--- src/rtl/uart_rx_cmd_fifo.sv ---
// Receive-side un-escaper and command/data tagger in front of a first-word-fall-through FIFO.
// Each FIFO entry is {cmd, byte}; the FIFO head is presented to the TAP decoder and popped by READ_I.
module uart_rx_cmd_fifo #(
    parameter int          DEPTH    = 16,
    parameter logic [7:0]  ESC_BYTE = 8'h1B
) (
    input  logic       CLK_I,
    input  logic       RST_NI,
    input  logic [7:0] RX_DATA_I,
    input  logic       RX_VALID_I,
    input  logic       RX_ERROR_I,
    input  logic       CLEAR_I,
    input  logic       READ_I,
    output logic [7:0] DATA_REC_O,
    output logic       CMD_REC_O,
    output logic       RX_EMPTY_O,
    output logic       RX_FULL_O,
    output logic       OVERFLOW_O,
    output logic       RX_ERR_O
);

    localparam int AW = $clog2(DEPTH);
    localparam int CW = AW + 1;
    localparam logic [CW-1:0] FULL_CNT = CW'(DEPTH);

    typedef enum logic {IDLE, ESC_SEEN} state_e;

    state_e        state_q, state_d;
    logic [8:0]    mem_q [DEPTH];
    logic [AW-1:0] wr_ptr_q, wr_ptr_d, rd_ptr_q, rd_ptr_d;
    logic [CW-1:0] count_q, count_d;
    logic          ovf_q, ovf_d, err_q, err_d;
    logic          push_req, push_cmd, push, pop, full, empty;
    logic [8:0]    head;

    // Escape FSM: decides whether the incoming byte is pushed and how it is tagged.
    always_comb begin
        state_d  = state_q;
        push_req = 1'b0;
        push_cmd = 1'b0;
        if (RX_VALID_I) begin
            if (RX_ERROR_I) begin
                state_d = IDLE;
            end else begin
                case (state_q)
                    IDLE: begin
                        if (RX_DATA_I == ESC_BYTE) state_d = ESC_SEEN;
                        else push_req = 1'b1;
                    end
                    ESC_SEEN: begin
                        push_req = 1'b1;
                        push_cmd = (RX_DATA_I != ESC_BYTE);
                        state_d  = IDLE;
                    end
                    default: state_d = IDLE;
                endcase
            end
        end
        if (CLEAR_I) begin
            state_d  = IDLE;
            push_req = 1'b0;
        end
    end

    assign empty = (count_q == '0);
    assign full  = (count_q == FULL_CNT);
    assign pop   = READ_I & ~empty & ~CLEAR_I;
    // A full FIFO still accepts a byte when the head leaves on the same edge.
    assign push  = push_req & (~full | pop);

    always_comb begin
        wr_ptr_d = wr_ptr_q;
        rd_ptr_d = rd_ptr_q;
        count_d  = count_q;
        ovf_d    = ovf_q | (push_req & full & ~pop);
        err_d    = err_q | (RX_VALID_I & RX_ERROR_I);
        if (push) wr_ptr_d = wr_ptr_q + AW'(1);
        if (pop)  rd_ptr_d = rd_ptr_q + AW'(1);
        case ({push, pop})
            2'b10:   count_d = count_q + CW'(1);
            2'b01:   count_d = count_q - CW'(1);
            default: count_d = count_q;
        endcase
        if (CLEAR_I) begin
            wr_ptr_d = '0;
            rd_ptr_d = '0;
            count_d  = '0;
            ovf_d    = 1'b0;
            err_d    = 1'b0;
        end
    end

    always_ff @(posedge CLK_I or negedge RST_NI) begin
        if (!RST_NI) begin
            state_q  <= IDLE;
            wr_ptr_q <= '0;
            rd_ptr_q <= '0;
            count_q  <= '0;
            ovf_q    <= 1'b0;
            err_q    <= 1'b0;
        end else begin
            state_q  <= state_d;
            wr_ptr_q <= wr_ptr_d;
            rd_ptr_q <= rd_ptr_d;
            count_q  <= count_d;
            ovf_q    <= ovf_d;
            err_q    <= err_d;
        end
    end

    // Storage is not reset; the outputs are masked while the FIFO is empty.
    always_ff @(posedge CLK_I) begin
        if (push) mem_q[wr_ptr_q] <= {push_cmd, RX_DATA_I};
    end

    assign head       = mem_q[rd_ptr_q];
    assign DATA_REC_O = empty ? 8'h00 : head[7:0];
    assign CMD_REC_O  = ~empty & head[8];
    assign RX_EMPTY_O = empty;
    assign RX_FULL_O  = full;
    assign OVERFLOW_O = ovf_q;
    assign RX_ERR_O   = err_q;

endmodule
--- config.mk ---
export PLATFORM = sky130hd
export DESIGN_NAME = uart_rx_cmd_fifo
export DESIGN_NICKNAME = d
export VERILOG_FILES = /design/src/rtl/uart_rx_cmd_fifo.sv
export SDC_FILE = /design/constraint.sdc
export NUM_CORES = 1
export LEC_CHECK = 0
export BUFFER_PORTS_ARGS = -buffer_cell sky130_fd_sc_hd__buf_2
export CORE_MARGIN = 2
export CORE_UTILIZATION = 30
export CTS_CLUSTER_SIZE = 10
export DETAILED_ROUTE_END_ITERATION = 7
export GPL_TIMING_DRIVEN = 0
export PLACE_DENSITY = 0.57
export SLEW_MARGIN = 10
export SYNTH_ARGS = -nofsm -noshare
export SYNTH_HDL_FRONTEND = slang
export SYNTH_SLANG_ARGS = --single-unit
--- constraint.sdc ---
create_clock -name CLK_I -period 3.8 [get_ports CLK_I]
set_input_delay 0.19 -clock CLK_I [delete_from_list [all_inputs] [get_ports CLK_I]]
set_output_delay 0.19 -clock CLK_I [all_outputs]
set_load 0.05 [all_outputs]
==> results of run 1 <==
[worst max-delay path, cell delays in order, from the launching register on]
cell and delay (ns):
sky130_fd_sc_hd__dfrtp_1 0.44, sky130_fd_sc_hd__or4_1 0.57, sky130_fd_sc_hd__buf_6 0.17, sky130_fd_sc_hd__o21ai_2 0.34, sky130_fd_sc_hd__nor3_1 0.19, sky130_fd_sc_hd__fa_1 0.45
sky130_fd_sc_hd__a21o_1 0.20, sky130_fd_sc_hd__a21oi_1 0.30, sky130_fd_sc_hd__nand3_1 0.12, sky130_fd_sc_hd__a31oi_1 0.21, sky130_fd_sc_hd__a21oi_1 0.09
[where the power goes]
| group | total [mW] | internal [mW] | switching [mW] | leakage (nW) |
|---|---|---|---|---|
| Clock | 1.50 | 0.884 | 0.621 | 0.250 |
| Combinational | 1.21 | 0.428 | 0.785 | 0.769 |
| Sequential | 1.97 | 1.95 | 0.0274 | 1.49 |
[Yosys cell counts, types with 3 or more instances]
master                       n
sky130_fd_sc_hd__dfrtp_1    16
sky130_fd_sc_hd__a211oi_1   10
sky130_fd_sc_hd__inv_1       4
sky130_fd_sc_hd__o221ai_1    9
sky130_fd_sc_hd__o21ai_0    10
sky130_fd_sc_hd__ha_1        8
sky130_fd_sc_hd__nor4_1      3
sky130_fd_sc_hd__nand2_1     4
sky130_fd_sc_hd__nor3_1      5
sky130_fd_sc_hd__o32ai_1    10
sky130_fd_sc_hd__and2_1     13
sky130_fd_sc_hd__buf_2       7
sky130_fd_sc_hd__nand2b_1    3
sky130_fd_sc_hd__and4_1      4
sky130_fd_sc_hd__o22ai_1     9
sky130_fd_sc_hd__nor2_1     17
sky130_fd_sc_hd__mux4_2     18
sky130_fd_sc_hd__edfxtp_1  144
sky130_fd_sc_hd__xnor2_1     5
sky130_fd_sc_hd__xor2_1      3
sky130_fd_sc_hd__a21oi_1     7
sky130_fd_sc_hd__clkbuf_1   13
sky130_fd_sc_hd__mux2i_1    39
sky130_fd_sc_hd__nand3_1     3
[layout make-up]
type | instances | share of cell area
buffer | 23 | 0.0132
clock buffer | 22 | 0.0573
clock inverter | 9 | 0.00888
inverter | 4 | 0.00194
multi-input combinational | 209 | 0.246
sequential | 160 | 0.610
tap | 280 | 0.0452
timing repair buffer | 27 | 0.0181
[layer usage]
metal | GRT usage | wire (µm) | vias up
li1 | - | - | 1688
met1 | 0.178 | 6860 | 1888
met2 | 0.211 | 7260 | 91
met3 | 0.0372 | 687 | 14
met4 | 0.0414 | 212 | 0
met5 | 0 | 0 | -
[cell usage in the layout (no fill, tap or decap), drive strengths merged, types with 9 or more instances in the layout]
| cell type | Yosys | final |
|---|---|---|
| o221ai | 9 | 9 |
| nor2 | 17 | 17 |
| a211oi | 10 | 10 |
| o21ai | 11 | 11 |
| mux4 | 18 | 18 |
| o22ai | 9 | 9 |
| buf | 10 | 36 |
| o32ai | 10 | 10 |
| and2 | 13 | 13 |
| mux2i | 39 | 39 |
| dfrtp | 16 | 16 |
| edfxtp | 144 | 144 |
| clkbuf | 13 | 35 |
[cells by family after synthesis]
kind of cell               Yosys count  synth area share
adders and majority gates            9            0.0178
muxes                               61             0.126
and+or+nand+nor                     68            0.0606
buffers and inverters               27            0.0174
xor gates and xnor gates             8            0.0104
DFF                                160             0.700
AOI/OAI and AO/OA                   63            0.0679
[sequential cells by signal (all words and copies together), names as in the netlist]
| name | cells |
|---|---|
| OVERFLOW_O | 1 |
| rd_ptr_q | 4 |
| count_q | 5 |
| wr_ptr_q | 4 |
| RX_ERR_O | 1 |
| mem_q | 144 |
| state_q | 1 |
[metrics by stage]
| stage | cell area [µm²] | hold slack (ns) |
|---|---|---|
| 2_1_floorplan | 6750 | -0.106 |
| 3_3_place_gp | 7230 | 0.136 |
| 3_5_place_dp | 7230 | 0.147 |
| 4_1_cts | 7750 | 0.0522 |
| 5_1_grt | 7750 | 0.0751 |
| 6_report | 7750 | 0.0548 |
[worst paths after layout]
path | startpoint | end | slack (ns) | cells after the start
setup / recovery | count_q[1] | count_q[4] | 0.59 | 10
hold / removal | RX_ERROR_I | RX_ERR_O | 0.05 | 3
setup reg to reg | count_q[1] | count_q[4] | 0.59 | 10
hold reg to reg | RX_ERR_O | RX_ERR_O | 0.50 | 2
max in group asynchronous | RST_NI | rd_ptr_q[0] | 3.27 | 2
min in group asynchronous | RST_NI | RX_ERR_O | 0.23 | 2
[repair_timing]
item,4_1_cts,5_1_grt
setup buffers,0,0
hold buffers,1,0
hold endpoints to repair,16,0
==> results list, run 1 <==
* Area of the die: 23700 µm²
- Req. time, crit path: 4.08 ns
- Die Y: 154 µm
- Relative to the synthesized area, the layout overhead comes to 14.9%.
- The final max-slew violation count came to 0.
- Most used flip-flop cell after synthesis: sky130_fd_sc_hd__edfxtp_1
- The later pin in the worst-skew pair is clocked with a latency of 0.42 ns.
- The routed layout has 3681 vias.
- CTS saw 160 sinks.
- Setup slack on the critical path of the routed design comes to 0.592 ns.
- Grt total ovfl: 0
* Total half-perimeter wirelength after legalization and detailed placement: 10000 µm
- After the first detailed-routing iteration, the DRC count stood at 372.
- Of all nets on the critical path, the largest fanout is 8.
- Crit path DAT: 3.49 ns
* Area inside the core boundary: 22000 µm²
* Diodes inserted: 0
- The multi-input combinational cells in the finished layout cover a total of 1910 µm².
* Dominant cells by area after synthesis: sky130_fd_sc_hd__edfxtp_1, sky130_fd_sc_hd__mux4_2, sky130_fd_sc_hd__dfrtp_1
- FF/Latch Area: 4720 µm²
* Number of input and output port buffers inserted: 26
- DRT Pass-1 Iters: 5
- Clock tree from TritonCTS: built
- Total Nets Final: 465
- Setup violations remaining at the end of the flow were counted as 0.
* All-Layer GR Usage: 0.133
- Final worst-path cycle share: 0.844
* Post-detailed-route via-to-cell ratio: 5.01
- Type of the worst min-delay path: primary input to flop
- Dividing the detail-routed wire length by the instance count gives 20.5 µm.
* Minimum clock period: 3.21 ns
- The routed design has 15000 µm of wire.
* Pwr Density: 605 nW/µm²
* Post-route clock skew: 0.00704 ns
- Place WS: 0.435 ns
- The hold violation count in the final report was 0.
- First-pass GRT wire length: 22900 µm
- Maximum clock frequency: 312 MHz
- Netlist Area Pre-Place: 6750 µm²
- Actual transition at the worst max-transition pin: 0.755 ns
* Post-route core utilization: 0.353
- Unrepaired setup endpoints after global routing: no
- The cell count after synthesis came out at 396.
- Max-capacitance violation count: 0
* Number of remaining DRC errors: 0
- Number of filler cells placed in the layout: 2025
- CTS HTree Levels: 4
- The setup path with the least slack is of type flop to flop.
* Status: completed
- Peak supply drop: 0.000320 V
- Top cell type's share of synthesized area: 0.641
* Flip-flop and latch count after synthesis: 160
* Maximum buffer depth of the clock tree: 2
- The average instance in the mapped netlist occupies 17.0 µm².
- LEAKAGE: 2.51 nW
- Net count of the mapped netlist: 419
- The via count of the first global-routing pass was 3742.
- Antenna violation net count after detailed routing: 0
- The tree is rooted in a sky130_fd_sc_hd__clkbuf_16.
- Post-Layout Cell Count: 734
* Max transition margin: 0.497
- Setup Total Neg Slack: 0 ns
- In the synthesized netlist the async set-or-reset flop fraction comes to 0.100.
* Number of gates resized after cts: 0
- Fraction of the yosys area taken by sequential cells: 0.700
- STA classifies the critical path startpoint as a flop.
- Post-synth top area cell: sky130_fd_sc_hd__edfxtp_1
* Crit end category: flop
- After floorplanning, the core was divided into 54 placement rows.
* TritonCTS Buffers: 17
- Clock-pin slew was measured on the worst setup and hold paths at 0.06 ns.
* Overall power: 4.69 mW
- Width of the chip: 154 µm
- Share of post-route cells with drive strength above 1: 0.187
- Entering global routing, the biggest net connects 18 pins.
- The number of antenna violations at the first check in global routing was 0.
* Count of synthesis-stage warnings from yosys: 0
- The number of different library cells used by synthesis comes to 48.
- At the end of routability-driven placement, the weighted congestion stood at 0.759.
* Boundary pin count: 27
- Number of flops mapped to enable cells by yosys: 144
- Placed insts: 702
- Initial core utilization: 0.307
(Power assumes the default switching activity.)
==> run 2, diff against run 1 <==
==> constraint.sdc (replaced) <==
create_clock -name CLK_I -period 3.1 [get_ports CLK_I]
set_input_delay 0.155 -clock CLK_I [delete_from_list [all_inputs] [get_ports CLK_I]]
set_output_delay 0.155 -clock CLK_I [all_outputs]
set_load 0.05 [all_outputs]
==> run 2 against run 1 <==
  * Cell area up 0.52%
  * Highest routed layer unchanged
  * Global-route usage about the same
  * Hold slack worse by 0.034 ns
  * First-iteration DRC count increased by 4.0%
  * Clock power is 23% higher
  * Sequential power grew 23%
  * Non-clock buffer count increased by 2
  * Largest cell class unchanged
  * Register-to-register slack worse by 0.36 ns
  * Count of clock-buffer cells in the layout stayed put
==> results list, run 2 (synthesized netlist as in run 1, its figures left out) <==
- Status: completed
- Summing over every cut layer, the via total after detailed routing is 3695.
- The worst pin sits at a relative slew slack of 0.503.
- Share of post-route cells with drive strength above 1: 0.197
- Reg2reg start: count_q[1]
- Worst Setup Slack, final: 0.221 ns
- The largest registers in the layout are mem_q (144), count_q (5).
- Post-detailed-route via-to-cell ratio: 5.02
- Most frequent standard cell in the layout excluding fill and tap cells: sky130_fd_sc_hd__edfxtp_1
* Area of the die: 23700 µm²
- For this run, the total global-route usage over all layers was measured as 0.133.
* Worst-skew pair later-pin latency: 0.42 ns
* Placement row count: 54
- Met2 Wirelength: 7390 µm
- CTS placed an instance of sky130_fd_sc_hd__clkbuf_16 at the clock tree root.
* LEAKAGE: 2.53 nW
- Peak supply drop: 0.000393 V
- DRT Pass-1 Iters: 4
- At the end of routability-driven placement, the weighted congestion stood at 0.759.
- Iteration-0 DRC Markers: 387
- The total overflow left after global routing is 0.
- TritonCTS Buffers: 17
- Total Routed Length: 15100 µm
* Flip-flop count of the largest register after layout: 144
- Entering global routing, the biggest net connects 18 pins.
* Boundary pin count: 27
- Type of the worst min-delay path: primary input to flop
- The final max-slew violation count is 0.
* Worst hold path startpoint: RX_ERROR_I
* Width of the chip: 154 µm
* Setup Viol. Count Final: 0
* Initial antenna violation count: 0
* Place WS: -0.230 ns
- Antenna violation net count after detailed routing: 0
- Highest-count cells in the layout ignoring fill and taps: sky130_fd_sc_hd__edfxtp_1, sky130_fd_sc_hd__mux2i_1, sky130_fd_sc_hd__buf_2
* Clock slew at the register clock pins of the worst setup and hold paths: 0.06 ns
- Post-route clock skew: 0.00646 ns
- Minimum clock period: 2.88 ns
- Highest routed layer: met4
* Total half-perimeter wirelength after legalization and detailed placement: 10000 µm
- In this run the power density over the cells is 743 nW/µm².
- STA classifies the critical path endpoint as an output pin.
- STA classifies the critical path startpoint as a flop.
- The number of antenna diodes in the final layout is 0.
- Counting flops per register, the top entry is mem_q.
* Maximum buffer depth of the clock tree: 2
- The tool flagged a number of max-cap violations equal to 0.
* First-pass GRT wire length: 22900 µm
- Maximum clock frequency: 347 MHz
- In the routed design, unresolved DRC markers number 0.
* Req. time, crit path: 2.94 ns
- Total clock sinks: 160
- The hold violation count in the final report was 0.
- For this run, the post-layout net count is 467.
* Number of input and output port buffers inserted: 26
* Average wire length per cell after detail routing: 20.5 µm
* Actual transition at the worst max-transition pin: 0.745 ns
- Wire segments on met3 add up to 616 µm in the final route.
* Final worst-path cycle share: 0.929
- In this run the worst path has a maximum fanout of 10.
- Data arrives at the worst endpoint at 2.72 ns.
* Unrepaired setup endpoints after global routing: no
- Met1 wire length: 6910 µm
- Startpoint-to-endpoint class of the critical path: flop to output pin
* Overall power: 5.79 mW
- Setup crit start: rd_ptr_q[1]
- CTS HTree Levels: 4
- The area growth from synthesis to layout is 15.5%.
- For this configuration, the core starts out at a cell density of 0.307.
- Number of global-route vias before repair: 3753
- Area inside the core boundary: 22000 µm²
- Clock tree from TritonCTS: built
* Number of filler cells placed in the layout: 2026
* Die Y: 154 µm
[run 2: changes by cell type in the layout (fill, tap and decap cells not counted), sizes merged]
cell / change
clkbuf: +4
buf: -2
[run 2: repair_timing]
| action | CTS | global route |
|---|---|---|
| hold endpoints to repair | 16 | 0 |
| hold buffers | 1 | 0 |
| resized for setup | 1 | 6 |
| buffers inserted | 0 | 2 |
| pin swaps | 0 | 1 |
| setup endpoints to repair | 1 | 4 |
[run 2: metrics by stage]
step                utilization  instance area, µm²  instances  hold slack [ns]  setup TNS (ns)
floorplan                     -                6750        396           -0.141               0
global placement          0.329                7230        702            0.101          -0.134
detailed placement        0.329                7230        702            0.112          -0.233
CTS                       0.353                7760        734           0.0172               0
global route              0.355                7790        736           0.0401               0
finish                    0.355                7790        736           0.0204               0
[run 2: final timing paths]
| check | end | slack, ns | cells past startpoint |
|---|---|---|---|
| max in group asynchronous | rd_ptr_q[0] | 2.61 | 2 |
| max reg2reg | count_q[4] | 0.23 | 10 |
| min reg2reg | RX_ERR_O | 0.50 | 2 |
| min in group asynchronous | RX_ERR_O | 0.19 | 2 |
| min | RX_ERR_O | 0.02 | 3 |
| max | DATA_REC_O[1] | 0.22 | 7 |
[run 2: power by group]
part	switching, mW	internal [mW]
registers	0.0340	2.38
clock network	0.762	1.08
logic	0.974	0.551
total	1.77	4.02
[run 2: final cells by class]
class | instances | area, µm² | area share
Sequential cell | 160 | 4720 | 0.606
Multi-Input combinational cell | 209 | 1920 | 0.247
Clock buffer | 22 | 444 | 0.0570
Tap cell | 280 | 350 | 0.0450
Timing Repair Buffer | 29 | 155 | 0.0199
Buffer | 23 | 111 | 0.0143
Clock inverter | 9 | 68.8 | 0.00883
Inverter | 4 | 15.0 | 0.00193
[run 2: worst max-delay path: stages (launching register included)]
cell and delay, ns:
sky130_fd_sc_hd__dfrtp_1 0.41, sky130_fd_sc_hd__nand2b_1 0.15, sky130_fd_sc_hd__clkbuf_1 0.25, sky130_fd_sc_hd__clkbuf_2 0.29, sky130_fd_sc_hd__o221ai_1 0.32, sky130_fd_sc_hd__o21ai_0 0.14
sky130_fd_sc_hd__a211oi_1 0.40, sky130_fd_sc_hd__buf_2 0.34
[run 2: routing by layer]
| metal | up-vias | GRT usage |
|---|---|---|
| met5 | - | 0 |
| met4 | 0 | 0.0414 |
| met3 | 12 | 0.0372 |
| met2 | 76 | 0.212 |
| met1 | 1918 | 0.177 |
| li1 | 1689 | - |
